## src/rtl/mdu_issue_if.sv

```systemverilog
// mdu_issue_if: E-stage request channel into the MDU issue stage.
//   req_valid  requester -> issue stage, request present
//   req_op     requester -> issue stage, MDU opcode (4 bits)
//   req_d1     requester -> issue stage, operand 1 (32 bits)
//   req_d2     requester -> issue stage, operand 2 (32 bits)
//   req_ready  issue stage -> requester, request accepted when valid && ready
interface mdu_issue_if;
   localparam int unsigned OP_W   = 4;
   localparam int unsigned DATA_W = 32;

   logic              req_valid;
   logic [OP_W-1:0]   req_op;
   logic [DATA_W-1:0] req_d1;
   logic [DATA_W-1:0] req_d2;
   logic              req_ready;

   modport master (
      output req_valid, req_op, req_d1, req_d2,
      input  req_ready
   );

   modport slave (
      input  req_valid, req_op, req_d1, req_d2,
      output req_ready
   );
endinterface : mdu_issue_if

```

## src/rtl/mdu_issue.sv

```systemverilog
// mdu_issue: one-entry holding stage between the E-stage and the multiply/
// divide unit. Holds a single request until the MDU is free, starts
// mult/multu/mthi/mtlo/div/divu, and returns mfhi/mflo results as a
// registered one-cycle rd_valid pulse.
//   clk, reset        rising-edge clock, synchronous active-high reset
//   flush             drops the held request and refuses new ones this cycle
//   req (slave)       request channel: req_valid/req_op/req_d1/req_d2/req_ready
//   mdu_start/op/d1/d2  command to the MDU (driven while a request is held)
//   mdu_busy, mdu_out   MDU status and HI/LO read value
//   rd_data, rd_valid   registered mfhi/mflo result and its one-cycle pulse
//   stall             high while a request is held
//   dz_err            divide-by-zero pulse, only with MDU_DIVZERO_CHECK_EN
// Optional feature: define MDU_DIVZERO_CHECK_EN to drop div/divu with a zero
// divisor at acceptance and report it on dz_err; otherwise dz_err is tied 0.
module mdu_issue (
   input  logic        clk,
   input  logic        reset,
   input  logic        flush,
   mdu_issue_if.slave  req,
   output logic        mdu_start,
   output logic [3:0]  mdu_op,
   output logic [31:0] mdu_d1,
   output logic [31:0] mdu_d2,
   input  logic        mdu_busy,
   input  logic [31:0] mdu_out,
   output logic [31:0] rd_data,
   output logic        rd_valid,
   output logic        stall,
   output logic        dz_err
);
   localparam int unsigned OP_W   = 4;
   localparam int unsigned DATA_W = 32;

   localparam logic [OP_W-1:0] OP_MULT = OP_W'(1);
   localparam logic [OP_W-1:0] OP_MFHI = OP_W'(5);
   localparam logic [OP_W-1:0] OP_MFLO = OP_W'(6);
   localparam logic [OP_W-1:0] OP_DIV  = OP_W'(7);
   localparam logic [OP_W-1:0] OP_DIVU = OP_W'(8);

   typedef enum logic [1:0] {IDLE, PEND, RDOUT} state_e;

   state_e            state_q;
   logic              pend_valid_q;
   logic [OP_W-1:0]   pend_op_q;
   logic [DATA_W-1:0] pend_d1_q;
   logic [DATA_W-1:0] pend_d2_q;
   logic [DATA_W-1:0] rd_data_q;
   logic              rd_valid_q;

   logic accept;
   logic op_known;
   logic dz_hit;
   logic store;
   logic issue;
   logic pend_is_read;

   // Request acceptance; unknown opcodes are accepted but never stored
   assign req.req_ready = !pend_valid_q && !flush;
   assign accept        = req.req_valid && req.req_ready;
   assign op_known      = (req.req_op >= OP_MULT) && (req.req_op <= OP_DIVU);

`ifdef MDU_DIVZERO_CHECK_EN
   logic dz_err_q;

   // Zero-divisor divides are swallowed at acceptance and flagged next cycle
   assign dz_hit = accept && ((req.req_op == OP_DIV) || (req.req_op == OP_DIVU))
                   && (req.req_d2 == '0);
   assign dz_err = dz_err_q;

   always_ff @(posedge clk) begin
      if (reset) dz_err_q <= 1'b0;
      else       dz_err_q <= dz_hit;
   end
`else
   assign dz_hit = 1'b0;
   assign dz_err = 1'b0;
`endif

   assign store = accept && op_known && !dz_hit;

   // Issue whenever a request is held and the MDU can take it
   assign issue        = pend_valid_q && !mdu_busy && !flush;
   assign pend_is_read = (pend_op_q == OP_MFHI) || (pend_op_q == OP_MFLO);

   // mfhi/mflo only sample mdu_out; they never start the MDU
   assign mdu_start = issue && !pend_is_read;
   assign mdu_op    = pend_valid_q ? pend_op_q : '0;
   assign mdu_d1    = pend_valid_q ? pend_d1_q : '0;
   assign mdu_d2    = pend_valid_q ? pend_d2_q : '0;

   assign stall    = pend_valid_q;
   assign rd_data  = rd_data_q;
   assign rd_valid = rd_valid_q;

   // Issue FSM with holding register and read-back capture
   always_ff @(posedge clk) begin
      if (reset) begin
         state_q      <= IDLE;
         pend_valid_q <= 1'b0;
         pend_op_q    <= '0;
         pend_d1_q    <= '0;
         pend_d2_q    <= '0;
         rd_data_q    <= '0;
         rd_valid_q   <= 1'b0;
      end else begin
         rd_valid_q <= 1'b0;
         case (state_q)
            // RDOUT behaves like IDLE for new requests; the pulse is already out
            IDLE, RDOUT: begin
               if (store) begin
                  pend_valid_q <= 1'b1;
                  pend_op_q    <= req.req_op;
                  pend_d1_q    <= req.req_d1;
                  pend_d2_q    <= req.req_d2;
                  state_q      <= PEND;
               end else begin
                  state_q <= IDLE;
               end
            end
            PEND: begin
               if (flush) begin
                  pend_valid_q <= 1'b0;
                  state_q      <= IDLE;
               end else if (issue) begin
                  pend_valid_q <= 1'b0;
                  if (pend_is_read) begin
                     rd_data_q  <= mdu_out;
                     rd_valid_q <= 1'b1;
                     state_q    <= RDOUT;
                  end else begin
                     state_q <= IDLE;
                  end
               end
            end
            default: begin
               pend_valid_q <= 1'b0;
               state_q      <= IDLE;
            end
         endcase
      end
   end
endmodule : mdu_issue

```

## src/flat_wrapper.sv

```systemverilog
// flat-port wrapper written by rule: the top's interface ports become plain ports
module mdu_issue_flat 
  (clk, reset, flush, mdu_start, mdu_op, mdu_d1, mdu_d2, mdu_busy, mdu_out, rd_data, rd_valid, stall, dz_err, req_req_valid, req_req_op, req_req_d1, req_req_d2, req_req_ready);
  mdu_issue_if req_i ();
  input  logic clk;
  input  logic reset;
  input  logic flush;
  output logic mdu_start;
  output logic [3:0] mdu_op;
  output logic [31:0] mdu_d1;
  output logic [31:0] mdu_d2;
  input  logic mdu_busy;
  input  logic [31:0] mdu_out;
  output logic [31:0] rd_data;
  output logic rd_valid;
  output logic stall;
  output logic dz_err;
  input wire logic [$bits(req_i.req_valid)-1:0] req_req_valid;
  input wire logic [$bits(req_i.req_op)-1:0] req_req_op;
  input wire logic [$bits(req_i.req_d1)-1:0] req_req_d1;
  input wire logic [$bits(req_i.req_d2)-1:0] req_req_d2;
  output wire logic [$bits(req_i.req_ready)-1:0] req_req_ready;
  assign req_i.req_valid = req_req_valid;
  assign req_i.req_op = req_req_op;
  assign req_i.req_d1 = req_req_d1;
  assign req_i.req_d2 = req_req_d2;
  assign req_req_ready = req_i.req_ready;
  mdu_issue u_core (.clk(clk), .reset(reset), .flush(flush), .req(req_i), .mdu_start(mdu_start), .mdu_op(mdu_op), .mdu_d1(mdu_d1), .mdu_d2(mdu_d2), .mdu_busy(mdu_busy), .mdu_out(mdu_out), .rd_data(rd_data), .rd_valid(rd_valid), .stall(stall), .dz_err(dz_err));
endmodule
```

## config.mk

```make
export PLATFORM = sky130hd
export DESIGN_NAME = mdu_issue_flat
export DESIGN_NICKNAME = d
export VERILOG_FILES = /design/src/rtl/mdu_issue_if.sv /design/src/rtl/mdu_issue.sv /design/src/flat_wrapper.sv
export SDC_FILE = /design/constraint.sdc
export NUM_CORES = 1
export LEC_CHECK = 0
export CORE_MARGIN = 2
export CORE_UTILIZATION = 40
export DETAILED_ROUTE_END_ITERATION = 7
export GPL_ROUTABILITY_DRIVEN = 0
export PLACE_DENSITY = 0.81
export RECOVER_POWER = 100
export SYNTH_ARGS = -nofsm -noshare
export SYNTH_HDL_FRONTEND = slang
export SYNTH_SLANG_ARGS = --single-unit
```

## constraint.sdc

```tcl
create_clock -name clk -period 2.47 [get_ports clk]
set_input_delay 0.6175 -clock clk [delete_from_list [all_inputs] [get_ports clk]]
set_output_delay 0.6175 -clock clk [all_outputs]
set_load 0.03 [all_outputs]
```

==> metrics.txt <==
top cell type's share of synthesized area 0.4170; Achievable Freq around 0.41 GHz; post-DR wirelength/cell 16.43 um; DP HPWL ~9.8 mm; hold crit path type register to register; FF-to-FF setup slack approximately 300 ps; top-count cell post-synth dfxtp_1; Clock Skews 3.820 ps; WP data required 1850 ps; R2R cell count 5; Ports 210; DIE AREA 13,390 um^2; CTS tree yes; starting density of the core 0.4122; Die Span Y 115.7 um; synthesized cell area 4992 um^2; Final period util 0.9781; share of cells above drive strength 1 0.07152; hold wc startpoint u_core.pend_d1_q[18]; Total Wirelength 14.94 mm; largest cells by area after synthesis dfxtp_1, o31ai_1, and2_1; hold path depth 2; via count 4,952; Slowest-stage cell, CP clkdlybuf4s50_1; n_diodes 0; first-pass GRT wire length between 20 and 25 mm; DRC violation count after routing 0; DR vias/cell 5.448; Top FF cell, synth dfxtp_1; Seq/Total Area, Yosys 0.4170; Final ANT Viol Nets 0; Non-Filler Instances 909; Mapped Cells ~570; vias in the first global route about 4,800; initial antenna violation count 0; #FFs+latches synth 104; critical path class register to output port; slowest cell delay on critical path 670 ps; launching point of the worst reg2reg path u_core.stall; Post-synth EDFFs 0; Num CTS Buffers 9; DR pass1 iterations 5; Slew @ Worst Pin approximately 700 ps; Hold Buf Count CTS 0; Fillers about 1,000; Synth warnings 0; CTS clk-pin slew, worst paths 70 ps; WP depth 3; clock sink total 104; CP endpoint kind output port; CP bufs+invs 2; Worst Hold Path EP u_core.pend_d1_q[18]; Final Core Density 0.6254; Final min period 2416 ps; crit-path cells buf_4 -> and2_0 -> clkdlybuf4s50_1; design area 7575 um^2; Crit path max-delay family buffers and inverters; Clock Latency Late Sink 350 ps; Die W approximately 120 um; VDD IR-drop max 0.3818 mV; Max Root-Sink Buffers 2; net total in the final layout approximately 840; Site Rows 40; placed cell count 894; largest net degree at the start of global routing 72; Tot GR Track Use 0.2163; Synth top cells by count dfxtp_1, a21oi_1, and2_1, nand2b_1, o31ai_1; # port buffers between 200 and 250; dpl cell area 7281 um^2; Slew headroom 0.5447; Design Power 3.919 mW; initial DRC count 411; Final Hold Viols 0; clock root cell clkbuf_16; H-tree levels 3; status completed; post-synth cell types 28; synthesized area per cell 8.789 um^2; area of the core 12,110 um^2; final setup vio count 0; total grt overflow 0; RSZ-0062 raised after global routing false; Area growth, synth to finish 51.73%; Syn Nets 673; max cap viols 0; reg2reg end u_core.pend_d1_q[11]; arrival time worst endpoint ~1800 ps; Pwr per Cell Area ~520 nW/um^2; CP max FO 23; final max-slew violation count 0; ys async rst share 0; Pleak 2.649 nW; Synth area leader dfxtp_1; CP Launch Point u_core.stall; Hold Slack 467.2 ps; crit start category register
==> layer usage <==
layer  vias up  GRT usage  part of all wire
met4         0    0.08175             0.014
li1       2388          -                 -
met2       209     0.3462              0.48
met3        15    0.07793             0.095
met5         -          0                 0
met1      2340     0.2682              0.41
==> report_power, final <==
part	switching [mW]	total, mW	internal, mW	leakage, nW
Clock	0.640	1.65	1.01	0.161
Sequential	0.0228	1.74	1.72	0.842
Combinational	0.262	0.525	0.264	1.65
==> how the worst max path moves through the flow <==
stage | to | slack [ps]
after floorplan | mdu_start | 380
after global placement | u_core.pend_d1_q[10] | -1
after detailed placement | u_core.pend_d1_q[11] | -100
after CTS | mdu_d2[27] | 50
after global routing | mdu_d2[25] | 1
final | mdu_d2[16] | 50
==> per-stage QoR <==
step | worst slack (ps) | setup TNS [ps]
floorplan | 380.2 | 0
global placement | -1.015 | -1.775
detailed placement | -97.31 | -1241
CTS | 54.58 | 0
global route | 1.175 | 0
finish | 54.01 | 0
==> sequential cells by signal (all words and copies together) (netlist names) <==
signal	flops
u_core.state_q	2
u_core.rd_data	32
u_core.rd_valid	1
u_core.stall	1
u_core.pend_d2_q	32
u_core.pend_op_q	4
u_core.pend_d1_q	32
==> kinds of logic after synthesis <==
kind of cell              share of synthesized area
other                                     0.0007512
xor gates and xnor gates                   0.001755
muxes                                       0.06416
AOI/OAI and AO/OA                            0.1774
and+or+nand+nor                              0.2762
DFF                                          0.4170
buffers and inverters                       0.06266
==> worst reg2reg max path, delay by kind of cell, from the launching register on <==
family | cells | cell delay (ps)
AO/OA/AOI/OAI | 2 | 500
buffers and inverters | 2 | 530
AND/OR/NAND/NOR | 1 | 680
flip-flops | 1 | 340
==> area by class of cell <==
| class | instances | area (um^2) | area share |
|---|---|---|---|
| repair buffers | 228 | 2305 | 0.3043 |
| flip-flops and latches | 104 | 2083 | 0.2750 |
| inverters | 1 | 3.754 | 0.0004955 |
| well taps | 168 | 210.2 | 0.02775 |
| clock buffers | 10 | 239.0 | 0.03155 |
| clock inverters | 5 | 105.1 | 0.01388 |
| multi-input cells | 393 | 2629 | 0.3470 |
==> repair_timing <==
action / in CTS / in global routing
setup buffers: 0 / 0
gates resized for setup: 0 / 1
endpoints found under the setup margin: 0 / 1
==> cells in the final DEF, fill, tap and decap left out, drive strengths merged, types with 2 or more instances in the layout <==
cell type | synthesis | final
nor2b | 2 | 2
and2 | 68 | 68
clkinvlp | 0 | 2
nor4 | 2 | 2
o31ai | 68 | 68
clkdlybuf4s50 | 0 | 161
clkbuf | 55 | 15
nand2b | 68 | 68
bufinv | 0 | 3
a21oi | 70 | 70
buf | 15 | 27
nor2 | 2 | 2
nand3 | 3 | 3
o21ai | 2 | 2
nor3 | 2 | 2
dfxtp | 104 | 104
mux2i | 32 | 32
nand4 | 65 | 65
dlygate4sd3 | 0 | 35
No activity file was read; power rests on OpenSTA's default activity.
